<file path="config.mk">
export PLATFORM = sky130hd
export DESIGN_NAME = light_beat_serializer
export DESIGN_NICKNAME = d
export VERILOG_FILES = /design/src/rtl/light_pkg.sv /design/src/rtl/light_beat_serializer.sv
export SDC_FILE = /design/constraint.sdc
export NUM_CORES = 1
export LEC_CHECK = 0
export ABC_AREA = 1
export CAP_MARGIN = 20
export CORE_AREA = 2 2 304 306
export CTS_CLUSTER_SIZE = 12
export DETAILED_ROUTE_END_ITERATION = 12
export DIE_AREA = 0 0 306 308
export REMOVE_ABC_BUFFERS = 1
export SYNTH_ARGS = -nofsm -noshare
export SYNTH_HDL_FRONTEND = slang
export SYNTH_SLANG_ARGS = --single-unit
</file>
<file path="constraint.sdc">
create_clock -name clk -period 1.1 [get_ports clk]
set_input_delay 0.165 -clock clk [delete_from_list [all_inputs] [get_ports clk]]
set_output_delay 0.165 -clock clk [all_outputs]
set_load 0.01 [all_outputs]
</file>
<file path="src/rtl/light_pkg.sv">
// -----------------------------------------------------------------------------
// light_pkg
// Shared types and default widths for the light tag checker slice.
//   state_t   : checker FSM states (IDLE, CHECK, SEND)
//   DEF_*     : default plaintext / beat / tag widths
//   num_beats : beats per plaintext chunk
//   idx_width : width of a beat index counter (at least 1 bit)
// -----------------------------------------------------------------------------
package light_pkg;

  typedef enum logic [1:0] {
    IDLE  = 2'd0,
    CHECK = 2'd1,
    SEND  = 2'd2
  } state_t;

  localparam int DEF_PT_WIDTH   = 640;
  localparam int DEF_BEAT_WIDTH = 128;
  localparam int DEF_TAG_WIDTH  = 128;

  function automatic int num_beats(input int pt_w, input int beat_w);
    return pt_w / beat_w;
  endfunction

  function automatic int idx_width(input int n);
    return (n > 1) ? $clog2(n) : 1;
  endfunction

endpackage

</file>
<file path="src/rtl/light_beat_serializer.sv">
// -----------------------------------------------------------------------------
// light_beat_serializer
// Parallel-in / serial-out stage: takes a PT_WIDTH chunk and releases it as
// BEAT_WIDTH beats, least-significant beat first, with val/rdy/last.
// Ports:
//   clk, rst_n       : clock, synchronous active-low reset
//   load, load_data  : load a new chunk (only while idle)
//   out_data/out_last/out_val/out_rdy : beat stream
//   done             : pulses when the final beat is accepted
// -----------------------------------------------------------------------------
module light_beat_serializer
  import light_pkg::*;
#(
  parameter int PT_WIDTH   = DEF_PT_WIDTH,
  parameter int BEAT_WIDTH = DEF_BEAT_WIDTH
) (
  input  logic                  clk,
  input  logic                  rst_n,
  input  logic                  load,
  input  logic [PT_WIDTH-1:0]   load_data,
  output logic [BEAT_WIDTH-1:0] out_data,
  output logic                  out_last,
  output logic                  out_val,
  input  logic                  out_rdy,
  output logic                  done
);

  localparam int NB = num_beats(PT_WIDTH, BEAT_WIDTH);
  localparam int IW = idx_width(NB);

  logic [PT_WIDTH-1:0] sh_p1;
  logic [IW-1:0]       beat_idx;
  logic                active;
  logic                last_beat;

  assign last_beat = (beat_idx == IW'(NB - 1));

  // Stage p1 -> beat output: the current beat always sits in the low slice,
  // so each accepted beat shifts the next one down.
  always_ff @(posedge clk) begin
    if (!rst_n) begin
      active   <= 1'b0;
      beat_idx <= '0;
      sh_p1    <= '0;
    end else if (load) begin
      active   <= 1'b1;
      beat_idx <= '0;
      sh_p1    <= load_data;
    end else if (active && out_rdy) begin
      sh_p1 <= sh_p1 >> BEAT_WIDTH;
      if (last_beat) begin
        active   <= 1'b0;
        beat_idx <= '0;
      end else begin
        beat_idx <= beat_idx + 1'b1;
      end
    end
  end

  assign out_val  = active;
  assign out_data = active ? sh_p1[BEAT_WIDTH-1:0] : '0;
  assign out_last = active && last_beat;
  assign done     = active && last_beat && out_rdy;

endmodule

</file>
==> metrics.yaml <==
sta:
  relSlewSlack_pct: 71.52
  fin_setup_tns_ns: -432.05
  setup_slack_ns: -1.065
  finalHoldViolCount: 0
  setup_viol: 774
  tightest_slew_ns: 0.4272
  finalCritPeriodShare_pct: 196.8
  clock_skew_ns: 0.01830
  fmax_ghz: 0.4619
  finalCriticalPeriod_ns: 2.165
  drv_slew: 0
  rsz0062_at_grt: "true"
pwr:
  ir_worst_vdd_mv: 1.252
  pwr-share-clk_pct: 41.9
  seqPwrFrac_pct: 41.6
  combPwrFrac_pct: 16.6
  netSwitchingPower_mw: 16.36
  p_total_mw: 61.17
  p_int_mw: 44.80
  p_per_area_nw_per_um2: 1419
  leakagePower_nw: 19.97
  p_sw_share_pct: 26.75
critical_path:
  cp_slowest_stage_delay_ns: 0.52
  cp_slowest_cell: "clkdlybuf4s50_1"
  cp_cell_sequence: "buf_12, buf_6, nand2_1, inv_1, clkdlybuf4s50_1"
  critPathCaptureType: "output port"
  worstSetupPathType: "flop to output port"
  start_kind: "flop"
  ff2ff_setup_slack_ns: -0.64
  crit_fanout: 12
  cp.arrival_ns: 2.00
  cp.required_ns: 0.94
synth:
  synth.avg_cell_area_sq_um: 6.337
  ys_async_sr_fraction_pct: 0
  yosysMostFrequentCell: "nand2_1"
  ys_ff_latch: 644
  yosysWarningCount: 0
  synth_top_cell_area_share_pct: 42.54
  netlist_top_cells_count: "nand2_1, dfxtp_1, a21oi_1, nand3_1, buf_2"
  synth.distinct_cells: 16
  synth_edf_count: 0
  synth_area_leaders: "dfxtp_1, nand2_1, a21oi_1"
  yosysSeqAreaShare_pct: 42.54
  synth_cells: 4783
  syn_area_sq_um: 30310
  synth-main-ff-cell: "dfxtp_1"
  synth_top_cell_by_area: "dfxtp_1"
global_routing:
  overflow: 0
  grt_pass1_vias: 30666
  grt_max_degree: 60
  grt_pass1_wl_um: 168100
  antenna_found_initial: 13
  grt_usage_pct: 22.34
clock_network:
  cts_tree: "done"
  clk_path_buf_depth: 3
  root_buffer: "clkbuf_16"
  clkTransAtPathRegs_ns: 0.06
  clk_latency_ns: 0.62
  cts_buffers: 76
  cts.sinks: 644
  cts_max_level: 3
finish:
  fill_cells: 9282
  regArea_sq_um: 12900
  nets: 6147
  drive_above_1_share_pct: 9.205
  area_growth_pct: 42.27
  final_area_sq_um: 43120
  multiInputGateArea_sq_um: 15080
place:
  place.detailed.hpwl_um: 79870
  gp_congestion: 0.8386
  dpl_cell_area_sq_um: 40640
  port_buffers: 774
route:
  drc: 0
  antenna_left: 0
  routedWlPerCell_um: 16.44
  finalWirelength_um: 111100
  vias: 32365
  drt_iter0_markers: 2535
  viasPerCell: 4.788
  firstDrtPassIters: 6
min_path:
  hp-class: "input port to flop"
die:
  die_h_um: 308
  dieArea_sq_um: 94250
  rows: 111
  io_pins: 775
  dieWidth_um: 306
  core_sq_um: 90970
  start_util_pct: 33.32
outcome:
  violations: "setup timing"
  run_status: "finished, violations left"
flow_run:
  maxCapViolCount: 0
[routing by layer]
metal  part of all wire [%]  GRT usage, %  wire (um)  vias to the layer above
met5                  0.012             0         13                        -
met4                    3.8         9.829       4182                        2
met1                     42         26.54      46230                    14809
met2                     51         40.27      56610                      778
li1                       -             -          -                    16576
met3                    3.7         2.742       4083                      200
[metrics by stage]
stage / hold WS, ns / setup WS, ns / util [%] / instances
3_3_place_gp: 0.4649 / -0.6933 / 44.68 / 6597
3_5_place_dp: 0.4694 / -0.7011 / 44.68 / 6597
2_1_floorplan: 0.3007 / -14.95 / - / 4387
4_1_cts: 0.03084 / -1.158 / 47.46 / 6738
6_report: 0.07286 / -1.065 / 47.40 / 6760
5_1_grt: 0.07836 / -1.145 / 47.40 / 6760
[timing repair]
action,4_1_cts,5_1_grt
buffers inserted,0,8
pin swaps,0,2
resized for setup,161,186
endpoints found under the setup margin,773,775
endpoints found under the hold margin,4,0
hold buffers,2,0
gates cloned,0,2
[power by group through the flow]
stage / Sequential [mW] / Combinational, mW / Clock [mW]
final: 25.4 / 10.1 / 25.6
after global routing: 25.6 / 11.2 / 27.0
after CTS: 25.4 / 10.2 / 26.2
after detailed placement: 25.9 / 10.1 / 0
after global placement: 25.9 / 10.1 / 0
after floorplan: 25.8 / 4.46 / 0
[path summary, 6_finish.rpt]
check | depth (start not counted) | to | startpoint
max | 5 | out_data[57] | out_val
min | 5 | sh_p1[445] | load
max reg2reg | 7 | sh_p1[310] | out_val
min reg2reg | 2 | sh_p1[630] | sh_p1[630]
[cell type report]
class                   instances  share of cell area, %
diodes                         12                0.06964
well taps                    1186                  3.441
repair buffers               1036                  24.48
multi-input cells            3605                  34.97
clock inverters                25                 0.4904
inverters                     138                  1.242
flip-flops and latches        644                  29.91
clock buffers                 114                  5.400
[sequential cells by signal, indices dropped and copies added, names as in the netlist]
register  cells
sh_p1       640
beat_idx      3
out_val       1
[kinds of logic (layout without fill, tap and decap cells)]
group / after synthesis / in the layout / synth area share [%]
AOI/OAI and AO/OA: 646 / 646 / 10.68
adders and majority gates: 2 / 2 / 0.08255
buffers and inverters: 534 / 1313 / 7.910
DFF: 644 / 644 / 42.54
other: 0 / 12 / 0
and+or+nand+nor: 2957 / 2957 / 38.79
[critical path: cells and delay by family, from the launching register on]
| kind | cells | cell delay [ns] |
|---|---|---|
| flip-flops | 1 | 0.38 |
| buffers and inverters | 4 | 0.90 |
| AND/OR/NAND/NOR | 1 | 0.07 |
[cell usage in the layout (no fill, tap or decap), types with 46 or more instances in the layout]
cell             instances
clkbuf_2                46
a21oi_1                515
buf_12                  86
nand3_1                514
clkdlybuf4s50_1        649
dfxtp_1                642
clkbuf_16               80
nand2_1               2171
buf_4                  166
inv_1                  129
nor2_1                 260
o21ai_0                127
No activity file was read; power rests on OpenSTA's default activity.
